File: config.mk
export PLATFORM = sky130hd
export DESIGN_NAME = bitmap_decoder_flat
export DESIGN_NICKNAME = d
export VERILOG_FILES = /design/src/rtl/bitmap_decoder_if.sv /design/src/rtl/bitmap_decoder.sv /design/src/flat_wrapper.sv
export SDC_FILE = /design/constraint.sdc
export NUM_CORES = 1
export LEC_CHECK = 0
export ABC_AREA = 1
export BUFFER_PORTS_ARGS = -buffer_cell sky130_fd_sc_hd__buf_2
export CORE_AREA = 2 2 116 118
export DETAILED_ROUTE_END_ITERATION = 6
export DIE_AREA = 0 0 118 120
export PLACE_DENSITY_LB_ADDON = 0.1
export SLEW_MARGIN = 20
export SYNTH_ARGS = -nofsm -noshare
export SYNTH_HDL_FRONTEND = slang
export SYNTH_SLANG_ARGS = --single-unit
File: constraint.sdc
create_clock -name clk_i -period 1.9 [get_ports clk_i]
set_input_delay 0.38 -clock clk_i [delete_from_list [all_inputs] [get_ports clk_i]]
set_output_delay 0.38 -clock clk_i [all_outputs]
set_load 0.05 [all_outputs]
File: src/rtl/bitmap_decoder_if.sv
// Command/status bundle for bitmap_decoder: the master issues SET/CLEAR/TOGGLE/CLEAR_ALL
// commands and watches the bitmap state; the slave is the decoder itself.
interface bitmap_decoder_if #(
   parameter int unsigned WIDTH = 32,
   parameter int unsigned IDX_W = $clog2(WIDTH)
);
   logic             valid_i;
   logic [IDX_W-1:0] idx_i;
   logic [1:0]       op_i;
   logic             err_clr_i;
   logic             ready_o;
   logic [WIDTH-1:0] onehot_o;
   logic [WIDTH-1:0] bitmap_o;
   logic [IDX_W:0]   count_o;
   logic             full_o;
   logic             empty_o;
   logic             err_o;

   modport master (
      output valid_i, idx_i, op_i, err_clr_i,
      input  ready_o, onehot_o, bitmap_o, count_o, full_o, empty_o, err_o
   );

   modport slave (
      input  valid_i, idx_i, op_i, err_clr_i,
      output ready_o, onehot_o, bitmap_o, count_o, full_o, empty_o, err_o
   );
endinterface

File: src/rtl/bitmap_decoder.sv
// Bitmap register with indexed set/clear/toggle, an incrementally maintained population
// count, a sticky error flag for redundant operations, and a one-cycle flush after CLEAR_ALL.
module bitmap_decoder #(
   parameter int unsigned WIDTH = 32,
   parameter int unsigned IDX_W = $clog2(WIDTH)
) (
   input logic              clk_i,
   input logic              rst_ni,
   bitmap_decoder_if.slave  bus
);

   typedef enum logic [0:0] {StIdle, StFlush} state_e;

   localparam logic [1:0] OpSet      = 2'b00;
   localparam logic [1:0] OpClear    = 2'b01;
   localparam logic [1:0] OpToggle   = 2'b10;
   localparam logic [1:0] OpClearAll = 2'b11;

   localparam logic [IDX_W:0]   CountFull = (IDX_W+1)'(WIDTH);
   localparam logic [IDX_W:0]   CountOne  = (IDX_W+1)'(1);
   localparam logic [WIDTH-1:0] OneLsb    = {{(WIDTH-1){1'b0}}, 1'b1};

   state_e           state_q, state_d;
   logic [WIDTH-1:0] bitmap_q, bitmap_d;
   logic [WIDTH-1:0] onehot_q, onehot_d;
   logic [IDX_W:0]   count_q, count_d;
   logic             full_q, full_d;
   logic             empty_q, empty_d;
   logic             err_q, err_d;
   logic             err_set;
   logic             idx_ok;
   logic             cur_bit;

   // Only reachable false when WIDTH is not a power of two.
   assign idx_ok  = ({1'b0, bus.idx_i} < CountFull);
   assign cur_bit = idx_ok ? bitmap_q[bus.idx_i] : 1'b0;

   always_comb begin
      state_d  = state_q;
      bitmap_d = bitmap_q;
      onehot_d = onehot_q;
      count_d  = count_q;
      err_set  = 1'b0;

      unique case (state_q)
         StIdle: begin
            if (bus.valid_i) begin
               if (bus.op_i == OpClearAll) begin
                  bitmap_d = '0;
                  onehot_d = '0;
                  count_d  = '0;
                  state_d  = StFlush;
               end else if (!idx_ok) begin
                  err_set = 1'b1;
               end else begin
                  onehot_d = OneLsb << bus.idx_i;
                  unique case (bus.op_i)
                     OpSet: begin
                        if (cur_bit) begin
                           err_set = 1'b1;
                        end else begin
                           bitmap_d[bus.idx_i] = 1'b1;
                           count_d             = count_q + CountOne;
                        end
                     end
                     OpClear: begin
                        if (!cur_bit) begin
                           err_set = 1'b1;
                        end else begin
                           bitmap_d[bus.idx_i] = 1'b0;
                           count_d             = count_q - CountOne;
                        end
                     end
                     default: begin
                        bitmap_d[bus.idx_i] = ~cur_bit;
                        count_d = cur_bit ? (count_q - CountOne) : (count_q + CountOne);
                     end
                  endcase
               end
            end
         end
         default: begin
            state_d = StIdle;
         end
      endcase

      full_d  = (count_d == CountFull);
      empty_d = (count_d == '0);
      // A new error outranks a simultaneous clear request.
      err_d   = err_set | (err_q & ~bus.err_clr_i);
   end

   always_ff @(posedge clk_i or negedge rst_ni) begin
      if (!rst_ni) begin
         state_q  <= StIdle;
         bitmap_q <= '0;
         onehot_q <= '0;
         count_q  <= '0;
         full_q   <= 1'b0;
         empty_q  <= 1'b1;
         err_q    <= 1'b0;
      end else begin
         state_q  <= state_d;
         bitmap_q <= bitmap_d;
         onehot_q <= onehot_d;
         count_q  <= count_d;
         full_q   <= full_d;
         empty_q  <= empty_d;
         err_q    <= err_d;
      end
   end

   assign bus.ready_o  = (state_q == StIdle);
   assign bus.bitmap_o = bitmap_q;
   assign bus.onehot_o = onehot_q;
   assign bus.count_o  = count_q;
   assign bus.full_o   = full_q;
   assign bus.empty_o  = empty_q;
   assign bus.err_o    = err_q;

endmodule

File: src/flat_wrapper.sv
// flat-port wrapper written by rule: the top's interface ports become plain ports
module bitmap_decoder_flat 
#(
   parameter int unsigned WIDTH = 32,
   parameter int unsigned IDX_W = $clog2(WIDTH)
)
  (clk_i, rst_ni, bus_valid_i, bus_idx_i, bus_op_i, bus_err_clr_i, bus_ready_o, bus_onehot_o, bus_bitmap_o, bus_count_o, bus_full_o, bus_empty_o, bus_err_o);
  bitmap_decoder_if #(.WIDTH(WIDTH), .IDX_W(IDX_W)) bus_i ();
  input logic clk_i;
  input logic rst_ni;
  input wire logic [$bits(bus_i.valid_i)-1:0] bus_valid_i;
  input wire logic [$bits(bus_i.idx_i)-1:0] bus_idx_i;
  input wire logic [$bits(bus_i.op_i)-1:0] bus_op_i;
  input wire logic [$bits(bus_i.err_clr_i)-1:0] bus_err_clr_i;
  output wire logic [$bits(bus_i.ready_o)-1:0] bus_ready_o;
  output wire logic [$bits(bus_i.onehot_o)-1:0] bus_onehot_o;
  output wire logic [$bits(bus_i.bitmap_o)-1:0] bus_bitmap_o;
  output wire logic [$bits(bus_i.count_o)-1:0] bus_count_o;
  output wire logic [$bits(bus_i.full_o)-1:0] bus_full_o;
  output wire logic [$bits(bus_i.empty_o)-1:0] bus_empty_o;
  output wire logic [$bits(bus_i.err_o)-1:0] bus_err_o;
  assign bus_i.valid_i = bus_valid_i;
  assign bus_i.idx_i = bus_idx_i;
  assign bus_i.op_i = bus_op_i;
  assign bus_i.err_clr_i = bus_err_clr_i;
  assign bus_ready_o = bus_i.ready_o;
  assign bus_onehot_o = bus_i.onehot_o;
  assign bus_bitmap_o = bus_i.bitmap_o;
  assign bus_count_o = bus_i.count_o;
  assign bus_full_o = bus_i.full_o;
  assign bus_empty_o = bus_i.empty_o;
  assign bus_err_o = bus_i.err_o;
  bitmap_decoder #(.WIDTH(WIDTH), .IDX_W(IDX_W)) u_core (.clk_i(clk_i), .rst_ni(rst_ni), .bus(bus_i));
endmodule
==> qor.yml, run 1 <==
setup_path:
  worst_path_largest_cell_delay_ns: 0.43
  cp-start-kind: "register"
  path_delay_family: "simple AND/OR/NAND/NOR gates"
  crit_path_end_kind: "register"
  crit_chain: "nand2_1, nand2_1, nand2_1, nand2_1, nand2_1, nand2_2, nor2_4, nand2_4, nand2_4, nand2_4, nor2_2, nor2_1, nor2_1, nand3_1, nor2_1"
  crit_top_cell: "nand2_1"
  cp_num_buf_inv: 0
  cp.arrival_ns: 2.15
  worstPathRequired_ns: 2.18
  crit_fanout: 7
  path_class: "reg -> reg"
  critPathSlowestCell: "dfrtp_2"
synthesis:
  synth_area_leader_cell: "dfrtp_1"
  netlist_area_um2: 4410
  yosys.cell_types.count: 28
  postSynthCellCount: 623
  synth_seq_cells: 74
  synthTopCellsByArea: "dfrtp_1 (41%), nand2_1 (14%), inv_1 (8.1%)"
  yosysWarnings: 0
  netlist.area_leader.share_pct: 41.4
  avgSynthCellArea_um2: 7.08
  yosysSeqAreaShare_pct: 42.0
  syn_nets: 636
clocking:
  clkSinkCount: 74
  cts_tree: "built"
  cts.clk_slew.worst_paths_ns: 0.06
  insertion_delay_ns: 0.34
  clockBufferDepth: 2
  htreeDepth: 3
  numCtsBuffers: 9
  clockRootBuffer: "clkbuf_16"
power:
  leakagePower_nw: 2.88
  power_switching_mw: 2.33
  switching_share_pct: 39.6
  pwr-share-seq_pct: 33.0
  power_frac_comb_pct: 38.0
  power.density_nw_per_um2: 983
  p_clk_share_pct: 29.0
  p_int_mw: 3.56
  total_power_mw: 5.89
  ir_drop_mv: 0.342
grt:
  grt_remaining_overflow: 0
  grt_pass1_wl_mm: 22.9
  track_usage_pct: 20.5
  antenna_found_initial: 1
  grt_max_degree: 36
  grt_pass1_vias: 4558
place:
  placed_cells: 905
  hpwl_mm: 9.82
  port_buffers: 84
  postPlaceCellArea_um2: 5400
  place_ws_ns: -0.286
  place.gp.congestion: 0.824
cells_and_area:
  layout_commonest_cell: "nand2_1"
  final_cell_mix: "nand2_1 (150), inv_1 (91), buf_2 (83)"
  synthToLayoutAreaGrowth_pct: 35.9
  final_layout_size_suffix_gt1_share_pct: 34.8
  fin_nets: 775
  fin_util_pct: 46.1
  stdcell_count: 944
  stdcell_area_um2: 5990
timing:
  period_minus_slack_ns: 1.87
  whs_ns: 0.223
  finalMaxSlewViolations: 0
  finalWorstSetupSlack_ns: 0.0250
  worst_slew_pin_slew_ns: 0.451
  fin_worst_skew_ns: 0.00805
  slew_headroom_pct: 69.9
  post-route-period-util_pct: 98.7
  tns_ns: 0
  hold_viol_final: 0
  setup_violations: 0
  fmax_mhz: 533
  grt_setup_unrepaired: "true"
floorplanning:
  boundaryPins: 85
  core_area_um2: 13000
  num_rows: 42
  die_area_um2: 14200
  initial_core_util_pct: 34.0
  die_h_um: 120
  die_w_um: 118
route:
  num_vias: 4512
  drt_wl_total_mm: 13.8
  wl_per_cell_um: 14.6
  drc: 0
  drt-pass1-iter-count: 4
  drtIter0Drc: 195
  vias_per_cell: 4.78
  ant_nets: 0
hold_path:
  hold_path_class: "in -> reg"
outcome:
  status: "complete, no violations"
run:
  drv_cap: 0
final timing paths:
path / endpoint / from / slack (ns) / cells past startpoint
min: u_core.bus.err_o / bus_err_clr_i / 0.22 / 2
max: u_core.bus.empty_o / u_core.bus.bitmap_o[9] / 0.03 / 15
max in group asynchronous: u_core.bus.empty_o / rst_ni / 0.71 / 3
min in group asynchronous: u_core.bus.onehot_o[8] / rst_ni / 0.52 / 2
min reg2reg: u_core.bus.onehot_o[7] / u_core.bus.onehot_o[7] / 0.47 / 2
max reg2reg: u_core.bus.empty_o / u_core.bus.bitmap_o[9] / 0.03 / 15
final cells by class:
cell class	instances	area (µm²)
clock buffers	13	250
well taps	176	220
multi-input cells	425	2160
flip-flops and latches	74	1900
fillers	1363	6990
diodes	1	2.50
inverters	101	384
repair buffers	151	1040
clock inverters	3	40.0
timing repair:
item / CTS / global route
endpoints found under the hold margin: 14 / 0
setup endpoints to repair: 7 / 37
hold buffers: 1 / 0
gates resized for setup: 11 / 25
setup buffers: 13 / 7
cloned: 0 / 1
pin swaps: 11 / 18
synthesized netlist by cell type:
cell and instances:
nand2_1 159, inv_1 95, dfrtp_1 73, a21oi_1 60, nor2_1 51, o21ai_0 38, o21ai_1 37, a21oi_2 30
nand3_1 19, clkbuf_1 12, nor3_1 9, inv_2 6, xor2_1 5, buf_1 4, buf_2 4, buf_6 3
nand2_4 3, ha_1 2, nand2_2 2, nor2_4 2, nor4_1 2, dfstp_2 1, nand3_2 1, nand4_1 1
o211ai_1 1, o22ai_1 1, or2_0 1, xnor2_1 1
flip-flops by register name, indices dropped and copies added, names as in the netlist:
register,flops
u_core.bus.bitmap_o,32
u_core.bus.count_o,6
u_core.bus.empty_o,1
u_core.bus.err_o,1
u_core.bus.full_o,1
u_core.bus.onehot_o,32
u_core.state_q,1
layer usage:
layer | wire length (µm) | global-route usage (%) | part of all wire [%] | vias to the layer above
met5 | 0 | 0 | 0 | -
met4 | 146 | 7.08 | 1.1 | 0
met3 | 654 | 4.28 | 4.7 | 12
met2 | 6510 | 33.4 | 47 | 106
met1 | 6460 | 27.1 | 47 | 2130
li1 | - | - | - | 2264
power by group through the flow:
stage,clock [mW],combinational [mW],sequential [mW]
floorplan,0,0.817,2.54
global placement,0,2.01,1.98
detailed placement,0,2.02,1.98
CTS,1.76,2.13,1.94
global route,1.82,2.44,1.96
finish,1.71,2.24,1.94
cells by family after synthesis:
family / synth area share [%]
buffers and inverters: 11.2
AO/OA/AOI/OAI: 21.6
flip-flops: 42.0
AND/OR/NAND/NOR: 23.4
XOR/XNOR: 1.19
adder cells (fa/ha/maj): 0.568
Note: power is estimated with default switching activity, not from simulation.
==> inputs of run 2 (changes only) <==
Settings changed: BUFFER_PORTS_ARGS -buffer_cell sky130_fd_sc_hd__buf_2 to default, DONT_BUFFER_PORTS from default to 1.
==> run 2 against run 1 <==
  * The flow now finishes with violations (hold timing)
  * Setup slack better by 0.0052 ns
  * Final cell count down 8.6%
  * Largest cell class unchanged
  * Clock power up 5%
  * Global-route usage down 0.18 points
  * Hold slack worse by 0.50 ns
  * Sequential cell count unchanged
  * Register-to-register slack about the same
==> qor.yml, run 2 (synthesis gave the netlist of run 1 again) <==
setup_path:
  worstPathRequired_ns: 2.13
  ff2ff_path_depth: 15
  cp.arrival_ns: 2.10
  path_class: "reg -> reg"
  crit_path_end_kind: "register"
  cp-start-kind: "register"
  crit_fanout: 8
cells_and_area:
  layout_commonest_cell: "nand2_1"
  synthToLayoutAreaGrowth_pct: 31.6
  fin_nets: 695
  final_layout_size_suffix_gt1_share_pct: 28.5
  stdcell_count: 863
  antenna_cells: 0
  final_cell_mix: "nand2_1 (154), inv_1 (90), buf_4 (64)"
route:
  ant_nets: 0
  vias_per_cell: 4.86
  drt-pass1-iter-count: 4
  drtIter0Drc: 249
  drt_wl_total_mm: 14.0
  wl_per_cell_um: 16.3
  num_vias: 4197
  drc: 0
floorplanning:
  core_area_um2: 13000
  num_rows: 42
  boundaryPins: 85
  die_h_um: 120
  die_area_um2: 14200
  die_w_um: 118
  initial_core_util_pct: 34.0
clocking:
  insertion_delay_ns: 0.35
  cts_tree: "built"
  clockRootBuffer: "clkbuf_16"
  clkSinkCount: 74
  cts.clk_slew.worst_paths_ns: 0.06
  numCtsBuffers: 9
  clockBufferDepth: 2
  htreeDepth: 3
grt:
  grt_remaining_overflow: 0
  track_usage_pct: 20.3
  grt_util_met3_pct: 6.13
  grt_use_met2_pct: 33.1
  grt-busiest-layer: "met2"
  antenna_found_initial: 0
  grt_pass1_vias: 4123
  grt_pass1_wl_mm: 22.4
  grt_max_degree: 75
  gr-usage-met1_pct: 26.4
place:
  port_buffers: 0
  place.gp.congestion: 0.873
  hpwl_mm: 9.72
  place_ws_ns: -0.0786
  placed_cells: 839
outcome:
  violations: "hold timing"
  status: "finished with violations"
power:
  power.density_nw_per_um2: 1030
  leakagePower_nw: 2.51
  ir_drop_mv: 0.433
timing:
  finalWorstSetupSlack_ns: 0.0302
  fin_worst_skew_ns: 0.00952
  hold_viol_final: 74
  whs_ns: -0.276
  period_minus_slack_ns: 1.87
  grt_setup_unrepaired: "true"
  worst_slew_pin_slew_ns: 0.491
  finalMaxSlewViolations: 0
  fmax_mhz: 535
  slew_headroom_pct: 67.3
  setup_violations: 0
  post-route-period-util_pct: 98.4
hold_path:
  hold_path_class: "in -> async"
run:
  drv_cap: 0
## run 2: cell types whose count changed in the layout (fill, tap and decap cells not counted), moves of 5 or more
cell     before  now
a21oi_4       1   24
nand2_2      10    5
nor2_1       48   43
buf_4        56   64
a21oi_2      36   13
buf_2        83    0
## run 2: power by group
part           switching (mW)  total (mW)  internal (mW)
sequential              0.253        2.02           1.77
combinational            1.42        2.17          0.744
clock                   0.680        1.80           1.12
## run 2: area by class of cell
type,count,area (µm²)
repair buffers,71,626
fillers,1340,7180
multi-input cells,425,2370
clock buffers,14,274
flip-flops and latches,74,1900
well taps,176,220
inverters,101,379
clock inverters,2,35.0
## run 2: path summary, 6_finish.rpt
kind,slack (ns),endpoint,from
setup / recovery,0.03,u_core.bus.bitmap_o[14],u_core.bus.bitmap_o[9]
hold / removal,-0.28,u_core.bus.onehot_o[8],rst_ni
setup reg to reg,0.03,u_core.bus.bitmap_o[14],u_core.bus.bitmap_o[9]
hold reg to reg,0.55,u_core.bus.bitmap_o[24],u_core.bus.bitmap_o[24]
max in group asynchronous,1.97,u_core.bus.empty_o,rst_ni
min in group clk_i,0.13,u_core.bus.err_o,bus_err_clr_i
## run 2: timing repair
item | in CTS | in global routing
gates cloned | 0 | 1
setup endpoints to repair | 9 | 33
pin swaps | 8 | 7
buffers inserted | 5 | 2
hold endpoints to repair | 74 | 74
gates resized for setup | 11 | 50
## run 2: routing by layer
| layer | routed length, µm | vias to the layer above |
|---|---|---|
| met5 | 0 | - |
| met4 | 136 | 0 |
| met3 | 734 | 12 |
| met2 | 6730 | 91 |
| met1 | 6450 | 1990 |
| li1 | - | 2104 |
## run 2: worst max-delay path, cell delays in order (launching register included)
cell	delay (ns)
dfrtp_2	0.41
nand2_2	0.07
nand2_1	0.05
nand2_1	0.05
nand2_1	0.05
nand2_1	0.07
nand2_2	0.06
nor2_4	0.18
nand2_4	0.10
nand2_4	0.13
nand2_4	0.09
nand2_8	0.12
buf_12	0.17
a21oi_4	0.04
nand2_1	0.08
o21ai_1	0.06
## run 2: metrics by stage
step	utilization (%)	hold WS [ns]	setup TNS [ns]	instance area, µm²	power [mW]
3_3_place_gp	39.4	0.0872	-0.0204	5110	3.96
5_1_grt	44.7	-0.297	-2.82	5800	6.31
4_1_cts	42.3	-0.287	-0.00775	5490	5.87
3_5_place_dp	39.4	0.0865	-1.20	5110	3.98
6_report	44.7	-0.276	0	5800	6.00
2_1_floorplan	-	0.0844	0	4450	3.36
